[src/rtl/beta_pkg.sv]
// Shared Beta-core definitions for the interrupt controller and the control decoder.
package beta_pkg;

    // Interrupt controller dispatch state
    typedef enum logic [1:0] {
        IDLE    = 2'd0,
        REQ     = 2'd1,
        ENTER   = 2'd2,
        HANDLER = 2'd3
    } irq_state_t;

    // PCSEL code the decoder uses to vector to the interrupt handler
    localparam logic [2:0]  IRQ_PCSEL = 3'b100;
    // Interrupt handler entry address
    localparam logic [31:0] XADR      = 32'h0000_0008;

endpackage

[src/rtl/irq_edge_sync.sv]
// Two-flop synchroniser plus rising-edge detector for one async interrupt line.
//  clk, n_rst : clock, async active-low reset
//  src        : asynchronous request line
//  rise_c     : one-cycle pulse on a synchronised 0->1 transition (combinational decode of flops)
module irq_edge_sync (
    input  logic clk,
    input  logic n_rst,
    input  logic src,
    output logic rise_c
);

    logic meta;
    logic sync;
    logic sync_d;

    // Synchroniser chain and delayed copy for edge detection
    always_ff @(posedge clk or negedge n_rst) begin
        if (!n_rst) begin
            meta   <= 1'b0;
            sync   <= 1'b0;
            sync_d <= 1'b0;
        end else begin
            meta   <= src;
            sync   <= meta;
            sync_d <= sync;
        end
    end

    assign rise_c = sync & ~sync_d;

endmodule

[src/rtl/irq_ctrl.sv]
// Interrupt controller for the Beta core: latches source edges as pending, masks and
// prioritises them (lowest index wins), issues a one-cycle registered IRQ strobe and tracks
// the handler through PC[31] so only one interrupt is in service at a time.
//  clk, n_rst  : clock, async active-low reset
//  irq_src     : async rising-edge request lines
//  pc_super    : PC[31] of the current instruction (1 = supervisor)
//  mask_we     : enable-mask write strobe, mask_wdata is the new mask
//  irq         : IRQ strobe to the control decoder
//  irq_id      : index of the last dispatched source
//  pending     : raw pending bits
//  in_service  : dispatched interrupt has not yet returned
module irq_ctrl
    import beta_pkg::*;
#(
    parameter int unsigned N_SRC = 8,
    parameter int unsigned ID_W  = $clog2(N_SRC)
) (
    input  logic             clk,
    input  logic             n_rst,
    input  logic [N_SRC-1:0] irq_src,
    input  logic             pc_super,
    input  logic             mask_we,
    input  logic [N_SRC-1:0] mask_wdata,
    output logic             irq,
    output logic [ID_W-1:0]  irq_id,
    output logic [N_SRC-1:0] pending,
    output logic             in_service
);

    irq_state_t       state;
    irq_state_t       state_next;
    logic [N_SRC-1:0] mask;
    logic [N_SRC-1:0] rise;
    logic [N_SRC-1:0] eligible;
    logic [N_SRC-1:0] clr;
    logic [ID_W-1:0]  winner;
    logic             dispatch;

    // Per-source synchroniser and edge detector
    for (genvar g = 0; g < int'(N_SRC); g++) begin : g_src
        irq_edge_sync u_sync (
            .clk    (clk),
            .n_rst  (n_rst),
            .src    (irq_src[g]),
            .rise_c (rise[g])
        );
    end

    assign eligible = pending & mask;

    // Priority encoder: descending scan so the lowest set index is assigned last
    always_comb begin
        winner = '0;
        for (int i = int'(N_SRC) - 1; i >= 0; i--) begin
            if (eligible[i]) begin
                winner = ID_W'(i);
            end
        end
    end

    // Next-state logic; dispatch only from IDLE in user mode
    always_comb begin
        state_next = state;
        dispatch   = 1'b0;
        case (state)
            IDLE: begin
                if ((|eligible) && !pc_super) begin
                    state_next = REQ;
                    dispatch   = 1'b1;
                end
            end
            REQ:     state_next = ENTER;
            ENTER:   if (pc_super)  state_next = HANDLER;
            HANDLER: if (!pc_super) state_next = IDLE;
            default: state_next = IDLE;
        endcase
    end

    assign clr = dispatch ? (N_SRC'(1) << winner) : '0;

    // State, outputs, mask and pending registers; a new edge beats the dispatch clear
    always_ff @(posedge clk or negedge n_rst) begin
        if (!n_rst) begin
            state      <= IDLE;
            irq        <= 1'b0;
            irq_id     <= '0;
            in_service <= 1'b0;
            mask       <= '0;
            pending    <= '0;
        end else begin
            state      <= state_next;
            irq        <= (state_next == REQ);
            in_service <= (state_next == ENTER) || (state_next == HANDLER);
            if (dispatch) begin
                irq_id <= winner;
            end
            if (mask_we) begin
                mask <= mask_wdata;
            end
            pending <= (pending & ~clr) | rise;
        end
    end

endmodule

[config.mk]
export PLATFORM = sky130hd
export DESIGN_NAME = irq_ctrl
export DESIGN_NICKNAME = d
export VERILOG_FILES = /design/src/rtl/beta_pkg.sv /design/src/rtl/irq_edge_sync.sv /design/src/rtl/irq_ctrl.sv
export SDC_FILE = /design/constraint.sdc
export NUM_CORES = 1
export LEC_CHECK = 0
export CAP_MARGIN = 20
export CORE_ASPECT_RATIO = 0.9
export CORE_MARGIN = 8
export CORE_UTILIZATION = 30
export DETAILED_ROUTE_END_ITERATION = 7
export PLACE_DENSITY_LB_ADDON = 0.15
export SYNTH_ARGS = -nofsm -noshare
export SYNTH_HDL_FRONTEND = slang
export SYNTH_SLANG_ARGS = --single-unit
[constraint.sdc]
create_clock -name clk -period 1.3 [get_ports clk]
set_clock_uncertainty 0.05 [all_clocks]
set_input_delay 0.26 -clock clk [delete_from_list [all_inputs] [get_ports clk]]
set_output_delay 0.26 -clock clk [all_outputs]
set_load 0.02 [all_outputs]
==> results.tsv, run 1 <==
metric	value	unit
TritonCTS clock tree	built	
power per standard cell area	1451	nW/µm²
status	finished with violations	
syn_area_per_cell	13.62	µm²
number of diodes	0	
final worst-path setup slack	-0.2138	ns
Global Route Usage Sum	0.09481	
area of the core	5286	µm²
Comb power frac	0.271	
Critical-path top delay cell	dfrtp_1	
antenna violations before repair	0	
Final Hold Vio Count	0	
Most used DFF post-synth	dfrtp_1	
Synth area leader	dfrtp_1	
register area share after synthesis	0.7078	
failing checks	setup timing	
number of max-cap violations	0	
RSZ-0062 raised after global routing	true	
WHS Path Cells	0	
crit path cell chain	nand2_2, a32o_1, a22o_4, a221o_1	
I/O Pins	33	
Yosys Warn Count	0	
Req. time, crit path	1.43	ns
P_int	2.581	mW
Remaining Overflow, GRT	0	
Worst-path clk slew	0.09	ns
Routed WL	3654	µm
vias per inst	4.489	
clock latency on the worst-skew pair	0.30	ns
Die Y-Extent	86.60	µm
worst slack at placement	-0.4523	ns
pins over their slew limit	0	
Final setup viols	14	
mapped cell area	1662	µm²
CP Data Arrival Time	1.65	ns
crit-path max FO	4	
Async SR Flop Fraction	1.000	
Period minus WS final	1.514	ns
CP Launch Type	register	
Flop pwr share	0.488	
net switching power	1.085	mW
CTS root buf	clkbuf_8	
average wire per cell in the routed design	13.74	µm
Antenna Nets Post-Route	0	
synth cell count leaders	47 x dfrtp_1, 13 x nand2_1, 10 x inv_1, 8 x mux2_2, 8 x o21ai_0	
Finished Layout Cells	266	
drt pass-1 iters	4	
worst r2r path cells	4	
Clock Sinks	47	
Worst setup EP type	register	
H-Tree Depth	2	
Yosys cell types	27	
Synth area leaders	dfrtp_1 71%, mux2_2 5.4%, nand2_1 2.9%, o21ai_0 2.4%, inv_1 2.3%	
Hold WC Path Type	register to register	
First DRT Iteration DRCs	26	
Worst Path Buf+Inv	0	
Leak	1.138	nW
placed cells	246	
first-pass GRT wire length	6106	µm
Final Util	0.4779	
Cells after Synth	122	
WS Path Type	register to register	
GP Congestion	0.8260	
Max IR drop VDD	0.7127	mV
Num CTS Buffers	5	
CP peak stage delay	0.44	ns
Slew @ Worst Pin	0.3652	ns
largest net degree at the start of global routing	48	
most frequent cell after synthesis	dfrtp_1	
CP top delay family	compound AO/OA/AOI/OAI gates	
Max Fclk	660.6	MHz
# rows	25	
layout net count	218	
Tcrit/Tclk final	1.164	
Slew Limit Headroom	0.7565	
post-route cell area	2526	µm²
FF+latch count, synth	47	
Via Count	1194	
Initial Util	0.3143	
syn nets	142	
P&R area growth vs syn	52.03	%
final HPWL from detailed placement	2628	µm
Port Buf Inserts	32	
placed cell area	2280	µm²
clock share of power	0.242	
setup TNS	-1.303	ns
switching part of the total power	0.2959	
Clock Tree Buf Depth	2	
DIE AREA	8179	µm²
area share of the largest cell type after synthesis	0.7078	
EDFF count, synth	0	
critical path depth	4	
layout cells sized above 1	0.4372	
DRC viols	0	
chip width	94.45	µm
vias in the first global route	1264	
==> kinds of logic after synthesis <==
group           synth area share
buf+inv                  0.02485
simple gates             0.07833
flops                     0.7078
mux                      0.06325
compound gates            0.1258
==> layout by cell type, fill, tap and decap left out, drive strengths merged, types with 2 or more instances in the layout <==
master and n:
a22oi 4, a21oi 6, buf 46, dfrtp 47, nand2 14, mux2 9, inv 12, o21ai 8
clkdlybuf4s50 18, o221ai 2, clkdlybuf4s15 3, o21a 3, a221o 2, clkbuf 7, nand3 5
==> repair_timing <==
action | CTS | global route
hold buffers | 1 | 0
endpoints found under the setup margin | 20 | 19
pin swaps | 8 | 11
setup buffers | 5 | 7
endpoints found under the hold margin | 47 | 0
resized for setup | 48 | 29
==> final timing paths <==
check                                               start                              to  slack [ns]
min reg2reg                g_src[5].u_sync.meta$_DFF_PN0_  g_src[5].u_sync.sync$_DFF_PN0_        0.30
max                                   mask[2]$_DFFE_PN0P_            pending[4]$_DFF_PN0_       -0.21
max in group asynchronous                           n_rst            pending[4]$_DFF_PN0_        0.56
min in group asynchronous                           n_rst             mask[3]$_DFFE_PN0P_        0.41
max reg2reg                           mask[2]$_DFFE_PN0P_            pending[4]$_DFF_PN0_       -0.21
min                        g_src[5].u_sync.meta$_DFF_PN0_  g_src[5].u_sync.sync$_DFF_PN0_        0.30
==> flip-flops by register name (all words and copies together), names as in the netlist <==
register             cells
g_src.u_sync.sync_d      8
irq_id                   3
g_src.u_sync.sync        8
pending                  8
g_src.u_sync.meta        8
mask                     8
irq                      1
state                    2
in_service               1
==> metrics by stage <==
step,power [mW],hold WS [ns]
2_1_floorplan,2.181,-0.08559
3_3_place_gp,2.660,0.2065
3_5_place_dp,2.687,0.2095
4_1_cts,3.587,0.3070
5_1_grt,3.882,0.3170
6_report,3.666,0.3041
==> power by group through the flow <==
stage	clock, mW	sequential, mW	combinational (mW)
final	0.885	1.79	0.992
after global placement	0	1.81	0.854
after global routing	0.994	1.81	1.07
after detailed placement	0	1.81	0.872
after CTS	0.927	1.79	0.873
after floorplan	0	1.91	0.272
==> metal layers <==
metal	global-route usage	vias up	part of all wire
met5	0	-	0
met4	0.03453	0	0.0093
met3	0.03800	4	0.072
met2	0.1521	28	0.50
met1	0.1108	585	0.41
li1	-	577	-
==> final cells by class <==
type / count / area (µm²)
fillers: 467 / 2760
repair buffers: 70 / 635.6
multi-input cells: 64 / 495.5
well taps: 67 / 83.83
flip-flops and latches: 47 / 1182
inverters: 10 / 37.54
clock buffers: 5 / 68.82
clock inverters: 3 / 22.52
==> worst reg2reg max path: stages, from the launching register on <==
cell,delay (ns)
dfrtp_1,0.44
nand2_2,0.07
a32o_1,0.24
a22o_4,0.27
a221o_1,0.32
(Power assumes the default switching activity.)
==> run 2: changes to the inputs <==
--- a/config.mk
+++ b/config.mk
@@ -11,6 +11,7 @@
 export CORE_UTILIZATION = 30
 export DETAILED_ROUTE_END_ITERATION = 7
 export PLACE_DENSITY_LB_ADDON = 0.15
+export REMOVE_ABC_BUFFERS = 1
 export SYNTH_ARGS = -nofsm -noshare
 export SYNTH_HDL_FRONTEND = slang
 export SYNTH_SLANG_ARGS = --single-unit
==> run 2 against run 1 <==
Against the previous run: the flow still finishes with violations (setup timing); register-to-register slack about the same; sequential share of layout area shrank 0.51 points; maximum frequency fell by 0.39%; clock power down 6.0%; utilization grew 0.43 points; non-clock buffer count is 1 lower; clock-buffer cell count up 1; via count is 1.2% higher; hold slack lost 0.0019 ns; combinational power rose by 7%; flip-flop and latch count is the same; global-route usage hardly changed; critical path type unchanged.
==> results.tsv, run 2 (same netlist as run 1, synthesis figures left out) <==
metric	value	unit	change
drt pass-1 iters	4		unchanged
Port Buf Inserts	32		unchanged
worst hold margin	0.3022	ns	was 0.3041 ns
failing checks	setup timing		unchanged
Max Fclk	658.0	MHz	was 660.6 MHz
Hold WC Path Type	register to register		unchanged
final HPWL from detailed placement	2627	µm	was 2628 µm
Max IR drop VDD	0.6470	mV	was 0.7127 mV
first-pass GRT wire length	5906	µm	was 6106 µm
Finished Layout Cells	265		was 266
RSZ-0062 raised after global routing	true		unchanged
r2r setup slk	-0.22	ns	was -0.21 ns
worst r2r path cells	5		was 4
reg2reg start	mask[2]$_DFFE_PN0P_		unchanged
placed cells	249		was 246
DIE AREA	8179	µm²	unchanged
First DRT Iteration DRCs	40		was 26
most common cell after layout, fill and taps aside	dfrtp_1		unchanged
power per standard cell area	1438	nW/µm²	was 1451 nW/µm²
area of the core	5286	µm²	unchanged
status	finished with violations		unchanged
Clock Tree Buf Depth	2		unchanged
Final setup viols	11		was 14
Slew @ Worst Pin	0.3019	ns	was 0.3652 ns
Worst-path clk slew	0.08	ns	was 0.09 ns
average wire per cell in the routed design	13.55	µm	was 13.74 µm
largest net degree at the start of global routing	48		unchanged
final worst-path setup slack	-0.2197	ns	was -0.2138 ns
number of diodes	0		unchanged
DR WL met2	1919	µm	was 1841 µm
hold endpoint	g_src[5].u_sync.sync$_DFF_PN0_		unchanged
Via Count	1208		was 1194
Global Route Usage Sum	0.09512		was 0.09481
WS Path Type	register to register		unchanged
commonest non-fill, non-tap cells in the layout	44 x dfrtp_1, 22 x buf_4, 18 x clkdlybuf4s50_1		was 42 x dfrtp_1, 27 x buf_4, 18 x clkdlybuf4s50_1
Routed WL	3591	µm	was 3654 µm
Clock Sinks	47		unchanged
placed cell area	2300	µm²	was 2280 µm²
R2R Path End	irq_id[0]$_DFFE_PN0P_		was pending[4]$_DFF_PN0_
GP Congestion	0.8149		was 0.8260
Die Y-Extent	86.60	µm	unchanged
Tcrit/Tclk final	1.169		was 1.164
Period minus WS final	1.520	ns	was 1.514 ns
P&R area growth vs syn	53.39	%	was 52.03%
number of max-cap violations	0		unchanged
Tot Pwr	3.665	mW	was 3.666 mW
Leak	1.140	nW	was 1.138 nW
Antenna Nets Post-Route	0		unchanged
metal3 WL	163	µm	was 262 µm
post-route cell area	2549	µm²	was 2526 µm²
WHS Path Cells	0		unchanged
Num CTS Buffers	5		unchanged
crit-path max FO	4		unchanged
I/O Pins	33		unchanged
vias per inst	4.558		was 4.489
Worst setup EP type	register		unchanged
H-Tree Depth	2		unchanged
TritonCTS clock tree	built		unchanged
DRC viols	0		unchanged
Final Hold Vio Count	0		unchanged
Post-Route M1 WL	1425	µm	was 1515 µm
antenna violations before repair	0		unchanged
CP Launch Type	register		unchanged
clock latency on the worst-skew pair	0.29	ns	was 0.30 ns
Remaining Overflow, GRT	0		unchanged
Final Util	0.4821		was 0.4779
chip width	94.45	µm	unchanged
# rows	25		unchanged
DR top layer	met4		unchanged
Req. time, crit path	1.43	ns	about the same
pins over their slew limit	0		unchanged
Slew Limit Headroom	0.7987		was 0.7565
worst hold start	g_src[5].u_sync.meta$_DFF_PN0_		unchanged
layout cells sized above 1	0.4444		was 0.4372
layout net count	217		was 218
CP Data Arrival Time	1.65	ns	about the same
vias in the first global route	1284		was 1264
CTS root buf	clkbuf_8		unchanged
Initial Util	0.3143		unchanged
==> run 2: what timing repair did <==
item,in CTS,in global routing
hold endpoints to repair,47,0
pin swaps,12,7
setup buffers,8,5
hold buffers,1,0
setup endpoints to repair,24,25
gates resized for setup,69,29
==> run 2: report_power, final <==
group / switching (mW) / internal, mW
Clock: 0.456 / 0.376
Sequential: 0.130 / 1.64
Combinational: 0.487 / 0.574
==> run 2: how the worst max path moves through the flow <==
stage	slack, ns	depth (start not counted)	endpoint	startpoint
global placement	-0.46	5	pending[7]$_DFF_PN0_	pc_super
detailed placement	-0.50	5	pending[7]$_DFF_PN0_	pc_super
global route	-0.30	5	irq_id[0]$_DFFE_PN0P_	mask[2]$_DFFE_PN0P_
finish	-0.22	5	irq_id[0]$_DFFE_PN0P_	mask[2]$_DFFE_PN0P_
CTS	-0.21	5	pending[7]$_DFF_PN0_	mask[2]$_DFFE_PN0P_
floorplan	-0.26	4	irq_id[0]$_DFFE_PN0P_	pending[2]$_DFF_PN0_
==> run 2: layer usage <==
layer | global-route usage | up-vias
met5 | 0 | -
met2 | 0.1635 | 23
met3 | 0.02936 | 7
met1 | 0.1007 | 602
met4 | 0.05324 | 0
li1 | - | 576
==> run 2: cell type report <==
cell class                 instances  area (µm²)
inverter                          10       37.54
clock buffer                       6       72.57
fill                             496        2738
clock inverter                     2       12.51
multi-input combinational         64       511.7
sequential                        47        1180
timing repair buffer              69       650.6
tap                               67       83.83
==> run 2: worst max-delay path: stages, from the launching register on <==
cell	delay (ns)
dfrtp_1	0.43
a22oi_2	0.21
buf_4	0.16
nand2_2	0.06
o21a_1	0.21
mux2_4	0.29
==> run 2: through the flow <==
step                      setup TNS (ns)  setup WS [ns]
after global placement            -5.186        -0.4584
final                             -1.270        -0.2197
after floorplan                  -0.9861        -0.2617
after CTS                         -1.381        -0.2138
after global routing              -2.366        -0.2951
after detailed placement          -5.678        -0.4974
